===== src/rtl/inst_fetcher.sv =====
// Fetch responder: reads the instruction word at pc over a req/ack memory bus.
// Optional one-entry fetch buffer is enabled by defining INST_FETCH_BUF_EN.
module inst_fetcher #(
    parameter int unsigned ADDR_W      = 14,
    parameter int unsigned TIMEOUT_CYC = 255
) (
    input  logic              clk,
    input  logic              reset,
    input  logic              fetcher_reset,
    input  logic [31:0]       pc,
    output logic              fetcher_completed,
    output logic [31:0]       instruction,
    output logic              fetch_fault,
    output logic              mem_req,
    output logic [ADDR_W-1:0] mem_addr,
    input  logic              mem_ack,
    input  logic [31:0]       mem_rdata
);

    typedef enum logic [1:0] {IDLE, REQ, DONE, DRAIN} state_t;

    localparam logic [15:0] CNT_LAST = 16'(TIMEOUT_CYC - 1);

    state_t            state, state_n;
    logic [15:0]       cnt, cnt_n;
    logic              mem_req_n;
    logic [ADDR_W-1:0] mem_addr_n;
    logic [31:0]       instr_n;
    logic              completed_n;
    logic              fault_n;
    logic [ADDR_W-1:0] pc_word;
    logic              expired;
    logic              aborting;
    logic              buf_hit;
    logic [31:0]       buf_rdata;
    logic              buf_fill;

    logic unused_pc_bits;
    assign unused_pc_bits = &{1'b0, pc[1:0], pc[31:ADDR_W+2]};

    assign pc_word  = pc[ADDR_W+1:2];
    assign expired  = (cnt == CNT_LAST);
    // An abort seen in REQ behaves exactly like a DRAIN cycle: the request must still complete.
    assign aborting = (state == DRAIN) || ((state == REQ) && fetcher_reset);

`ifdef INST_FETCH_BUF_EN
    logic              buf_valid;
    logic [ADDR_W-1:0] buf_tag;
    logic [31:0]       buf_data;

    assign buf_hit   = buf_valid && (buf_tag == pc_word);
    assign buf_rdata = buf_data;

    always_ff @(posedge clk) begin
        if (reset) begin
            buf_valid <= 1'b0;
            buf_tag   <= '0;
            buf_data  <= '0;
        end else if (buf_fill) begin
            buf_valid <= 1'b1;
            buf_tag   <= mem_addr;
            buf_data  <= mem_rdata;
        end
    end
`else
    assign buf_hit   = 1'b0;
    assign buf_rdata = '0;
`endif

    always_comb begin
        state_n     = state;
        cnt_n       = cnt;
        mem_req_n   = mem_req;
        mem_addr_n  = mem_addr;
        instr_n     = instruction;
        completed_n = fetcher_completed;
        fault_n     = fetch_fault;
        buf_fill    = 1'b0;
        case (state)
            IDLE: begin
                if (!fetcher_reset) begin
                    if (buf_hit) begin
                        instr_n     = buf_rdata;
                        completed_n = 1'b1;
                        state_n     = DONE;
                    end else begin
                        mem_addr_n = pc_word;
                        mem_req_n  = 1'b1;
                        cnt_n      = '0;
                        state_n    = REQ;
                    end
                end
            end
            REQ, DRAIN: begin
                if (aborting) begin
                    if (mem_ack) begin
                        mem_req_n = 1'b0;
                        state_n   = IDLE;
                    end else if (expired) begin
                        fault_n   = 1'b1;
                        mem_req_n = 1'b0;
                        state_n   = IDLE;
                    end else begin
                        cnt_n   = cnt + 16'd1;
                        state_n = DRAIN;
                    end
                end else if (mem_ack) begin
                    instr_n     = mem_rdata;
                    mem_req_n   = 1'b0;
                    completed_n = 1'b1;
                    buf_fill    = 1'b1;
                    state_n     = DONE;
                end else if (expired) begin
                    instr_n     = '0;
                    fault_n     = 1'b1;
                    mem_req_n   = 1'b0;
                    completed_n = 1'b1;
                    state_n     = DONE;
                end else begin
                    cnt_n = cnt + 16'd1;
                end
            end
            DONE: begin
                if (fetcher_reset) begin
                    completed_n = 1'b0;
                    state_n     = IDLE;
                end
            end
            default: state_n = IDLE;
        endcase
    end

    always_ff @(posedge clk) begin
        if (reset) begin
            state             <= IDLE;
            cnt               <= '0;
            mem_req           <= 1'b0;
            mem_addr          <= '0;
            instruction       <= '0;
            fetcher_completed <= 1'b0;
            fetch_fault       <= 1'b0;
        end else begin
            state             <= state_n;
            cnt               <= cnt_n;
            mem_req           <= mem_req_n;
            mem_addr          <= mem_addr_n;
            instruction       <= instr_n;
            fetcher_completed <= completed_n;
            fetch_fault       <= fault_n;
        end
    end

endmodule


===== config.mk =====
export PLATFORM = sky130hd
export DESIGN_NAME = inst_fetcher
export DESIGN_NICKNAME = d
export VERILOG_FILES = /design/src/rtl/inst_fetcher.sv
export SDC_FILE = /design/constraint.sdc
export NUM_CORES = 1
export LEC_CHECK = 0
export ABC_AREA = 1
export CORE_MARGIN = 1.5
export CORE_UTILIZATION = 40
export DETAILED_ROUTE_END_ITERATION = 16
export GPL_ROUTABILITY_DRIVEN = 0
export HOLD_SLACK_MARGIN = 0.15
export PLACE_DENSITY = 0.85
export RECOVER_POWER = 50
export SLEW_MARGIN = 15
export SYNTH_ARGS = -nofsm -noshare
export SYNTH_HDL_FRONTEND = slang
export SYNTH_SLANG_ARGS = --single-unit
export TNS_END_PERCENT = 30

===== constraint.sdc =====
create_clock -name clk -period 1.8 [get_ports clk]
set_input_delay 0.54 -clock clk [delete_from_list [all_inputs] [get_ports clk]]
set_output_delay 0.54 -clock clk [all_outputs]
set_load 0.005 [all_outputs]

* Word level (Yosys, flattened, before mapping)
Cells that the tools add are included.
Operators by class: $add $sub $neg 1, equality and inequality tests 11, multiplexer cells 23, bitwise gates (word level) 4, reductions and logical operators 13
Operators by type and width (number):
- $mux 32 | 2
- $mux 16 | 3
- $pmux 16 s2 | 1
- $add 16x1->16 const B | 1
- $eq 16x8->1 const B | 1
- $mux 2 | 7
- $reduce_and 3->1 | 4
- $ne 2x2->1 const B | 5
- $reduce_and 4->1 | 2
- $mux 1 | 7
- $pmux 2 s3 | 1
- $eq 2x2->1 const B | 2
- $ne 4x4->1 const B | 1
- $not 1->1 | 4
- $pmux 1 s2 | 2
- $reduce_bool 2->1 | 2
- $ne 3x3->1 const B | 1
- $eq 2x1->1 const B | 1
- $logic_not 2->1 | 1
- $reduce_and 2->1 | 1
- $reduce_or 2->1 | 1
- $logic_and 1x1->1 | 1
- $logic_or 1x1->1 | 1
Storage, ports and cells: register bits 67, bits of input ports 68, output and inout bits 49, word-level logic and storage cells 59

* Depth between registers and ports, before layout
word-level depth 5, mapped depth 12, gate-level depth less buffers 11

* Worst setup path before layout
OpenSTA, ideal clock, no wires.
path kind flip-flop to flip-flop, from register cnt[0], to register instruction[11], setup time 0.069 ns, arrival time 1.269 ns, data required time 1.731 ns, setup slack 0.462 ns, cell stages (with the launch flop) 11, path buffers 1, period minus slack after synthesis 1.338 ns, cell sequence dfxtp_1 > inv_1 > ha_1 > nand2_1 > nor2_1 > nand2_1 > nand2_2 > nand2_2 > buf_4 > nand2_1 > a21oi_2
On the way: cells in the longest elaborated chain, start to end 3
RTL lines:
- from (decl) | RTL line 25 | logic [15:0] cnt, cnt_n;
- from (signal assigned) | RTL line 144 | cnt <= cnt_n;
- $eq 16x8->1 | RTL line 42 | assign expired = (cnt == CNT_LAST);
- $reduce_bool 2->1 (no line)
- $reduce_and 3->1 (no line)
- to (signal assigned) | RTL line 147 | instruction <= instr_n;
- to (decl) | RTL line 12 | output logic [31:0] instruction,
Every way passes these cells. A chain may end at the register's enable or synchronous reset.

* Final worst setup path
from register instruction[27], to output port instruction[27]
No word-level cell between the ends.

==> out/results.tsv <==
stage	metric	value	unit
job	maxCapViolations	0	
setup_path	arrival	1.20	ns
pwr	power_density	826	mW/mm^2
logic_synthesis	syn_area	0.00283	sq mm
floorplanning	rows	30	
logic_synthesis	ys_warn_count	0	
logic_synthesis	yosysMostFrequentCell	nand2_1	
finish	finish.net_count	566	
clock_network	post_cts_buffers	0	
floorplanning	fp.dieW	87.1	um
routing	drc_errors	0	
global_routing	grt_pass1_vias	2705	
logic_synthesis	ys_seq_area_share	47.4	%
routing	drt_iter0_markers	151	
setup_path	timing.rr.end	instruction[17]	
setup_path	end_kind	output port	
pwr	cellLeakagePower	1.62	nW
clock_network	cts_sinks	67	
global_routing	grt_first_pass_wirelength	11900	um
sta	max_freq	0.575	GHz
logic_synthesis	ys.flop_type	dfxtp_1	
logic_synthesis	synthesis.nets	462	
logic_synthesis	async_flop_share	0	%
setup_path	crit_buf_inv	1	
clock_network	ctsHoldBuffers	0	
logic_synthesis	synth_area_per_cell	7.22	sq um
setup_path	rrSetupSlack	0.19	ns
global_routing	globalRouteTotalUtil	19.9	%
placed_design	io_buffer_count	98	
logic_synthesis	synth_common_cells	nand2_1, dfxtp_1, nor2_1	
placed_design	dpl.cell_count	581	
logic_synthesis	ys_top_cells_by_area	dfxtp_1, nand2_1, nor2_1, a21oi_1, inv_1	
finish	area_delta_synth_final	47.5	%
hold_path	hold_class	reg2reg	
status	status	complete, no violations	
logic_synthesis	synth_edf_count	0	
finish	fillCellCount	594	
global_routing	antenna_found_initial	0	
setup_path	cpPeakStageDelay	0.51	ns
setup_path	r2r.worst_path.cells	10	
hold_path	holdCritStartpoint	instruction[1]	
sta	drv_slew	0	
sta	tightest_slew	0.340	ns
routing	routedWlPerCell	11.8	um
clock_network	clkTransAtPathRegs	0.08	ns
finish	multi_input_area	0.00127	sq mm
sta	slew_headroom	77.3	%
setup_path	crit_chain	clkdlybuf4s50_1	
setup_path	critical_path_class	reg2out	
logic_synthesis	yosysTopAreaCell	dfxtp_1	
setup_path	required	1.26	ns
setup_path	crit_slowest_cell	clkdlybuf4s50_1	
routing	vias_per_cell	4.69	
finish	drive_gt1_share	8.38	%
clock_network	cts.root.buffer_cell	clkbuf_8	
floorplanning	core_area	0.00683	sq mm
clock_network	clk_path_buf_depth	2	
floorplanning	start_util	41.4	%
placed_design	dp_hpwl	4970	um
finish	seqCellArea	0.00134	sq mm
clock_network	cts_buffers	9	
hold_path	worstHoldPathCells	2	
routing	drt_first_pass_iters	4	
sta	finClkSkew	0.00803	ns
routing	ant_nets	0	
pwr	ir_drop	0.503	mV
setup_path	crit_fanout	2	
logic_synthesis	ys_ff_latch	67	
hold_path	hold_path_end	instruction[1]	
logic_synthesis	synthCells	392	
floorplanning	die_h	87.1	um
sta	min_period	1.74	ns
clock_network	cts_resized	0	
floorplanning	io_pins	117	
finish	n_antenna_cell	0	
sta	rsz0062_at_grt	false	
sta	post-route-period-util	96.7	%
global_routing	grt_overflow	0	
global_routing	grt_max_degree	33	
logic_synthesis	yosysTopAreaCellShare	47.4	%
clock_network	insertion_delay	0.34	ns
clock_network	tritoncts	yes	
floorplanning	die_area	0.00759	sq mm
sta	finalSetupViolations	0	
finish	instances_no_fill	597	
setup_path	start_kind	flip-flop	
clock_network	htree_levels	3	
setup_path	rr_startpoint	cnt[0]	
finish	fin_util	61.1	%
setup_path	path_delay_family	buffers and inverters	
sta	hold_violations	0	
logic_synthesis	ys_types	27	
routing	via_count	2798	
routing	routed_wirelength	7070	um
worst max path at each step:
stage	from	endpoint	slack, ns	cells after the start
2_1_floorplan	cnt[0]	instruction[11]	0.46	10
3_3_place_gp	fetcher_reset	instruction[10]	-0.12	7
3_5_place_dp	fetcher_reset	instruction[17]	-0.14	7
4_1_cts	instruction[19]	instruction[19]	0.02	1
5_1_grt	cnt[0]	instruction[9]	0.003	10
6_report	instruction[27]	instruction[27]	0.06	1
power breakdown:
group | switching, W | internal [W]
clock network | 0.000598 | 0.000817
registers | 0.0000320 | 0.00154
logic | 0.000207 | 0.000255
total | 0.000837 | 0.00261
per-layer routing:
layer	vias up	global-route usage, %	wire, um
met4	0	6.93	123
met5	-	0	0
li1	1438	-	-
met1	1259	23.5	3000
met2	84	33.0	3410
met3	17	7.58	535
kinds of logic (layout without fill, tap and decap cells):
| family | after synthesis | in the layout | synth area share (%) |
|---|---|---|---|
| buffers and inverters | 47 | 156 | 7.74 |
| DFF | 67 | 67 | 47.4 |
| AOI/OAI and AO/OA | 66 | 66 | 12.6 |
| adders and majority gates | 2 | 2 | 0.884 |
| and+or+nand+nor | 205 | 205 | 29.8 |
| xor gates and xnor gates | 5 | 5 | 1.55 |
through the flow:
step | total power [W] | hold WS, ns | setup WS (ns) | instance area [sq um] | TNS, ns
6_report | 0.00345 | 0.463 | 0.0601 | 4170 | 0
5_1_grt | 0.00360 | 0.468 | 0.00287 | 4170 | 0
4_1_cts | 0.00348 | 0.462 | 0.0209 | 4180 | 0
3_5_place_dp | 0.00207 | 0.450 | -0.141 | 3950 | -5.71
3_3_place_gp | 0.00206 | 0.445 | -0.116 | 3950 | -4.46
2_1_floorplan | 0.00180 | 0.456 | 0.462 | 2830 | 0
area by class of cell:
| class | count | area share (%) |
|---|---|---|
| Clock buffer | 10 | 3.30 |
| Clock inverter | 6 | 2.13 |
| Inverter | 30 | 2.70 |
| Multi-Input combinational cell | 278 | 30.4 |
| Sequential cell | 67 | 32.1 |
| Tap cell | 96 | 2.88 |
| Timing Repair Buffer | 110 | 26.5 |
cell usage in the layout (no fill, tap or decap), types with 2 or more instances in the layout:
cell type,synthesis,layout
a21oi_1,41,41
a21oi_2,6,6
buf_12,0,3
buf_4,5,8
bufinv_16,0,2
clkbuf_8,0,10
clkdlybuf4s25_1,0,4
clkdlybuf4s50_1,0,92
clkinvlp_4,0,2
dfxtp_1,67,67
dlygate4sd3_1,0,2
ha_1,2,2
inv_1,29,29
nand2_1,116,117
nand2_2,3,2
nand3_1,21,21
nor2_1,56,56
nor3_1,2,2
o21ai_0,17,17
xnor2_1,2,2
xor2_1,3,3
registers in the layout, summed over array words and instances (netlist names):
name	count
cnt	16
mem_addr	14
state	2
fetch_fault	1
instruction	32
mem_req	1
fetcher_completed	1
Power figures use the tool's default switching activity.
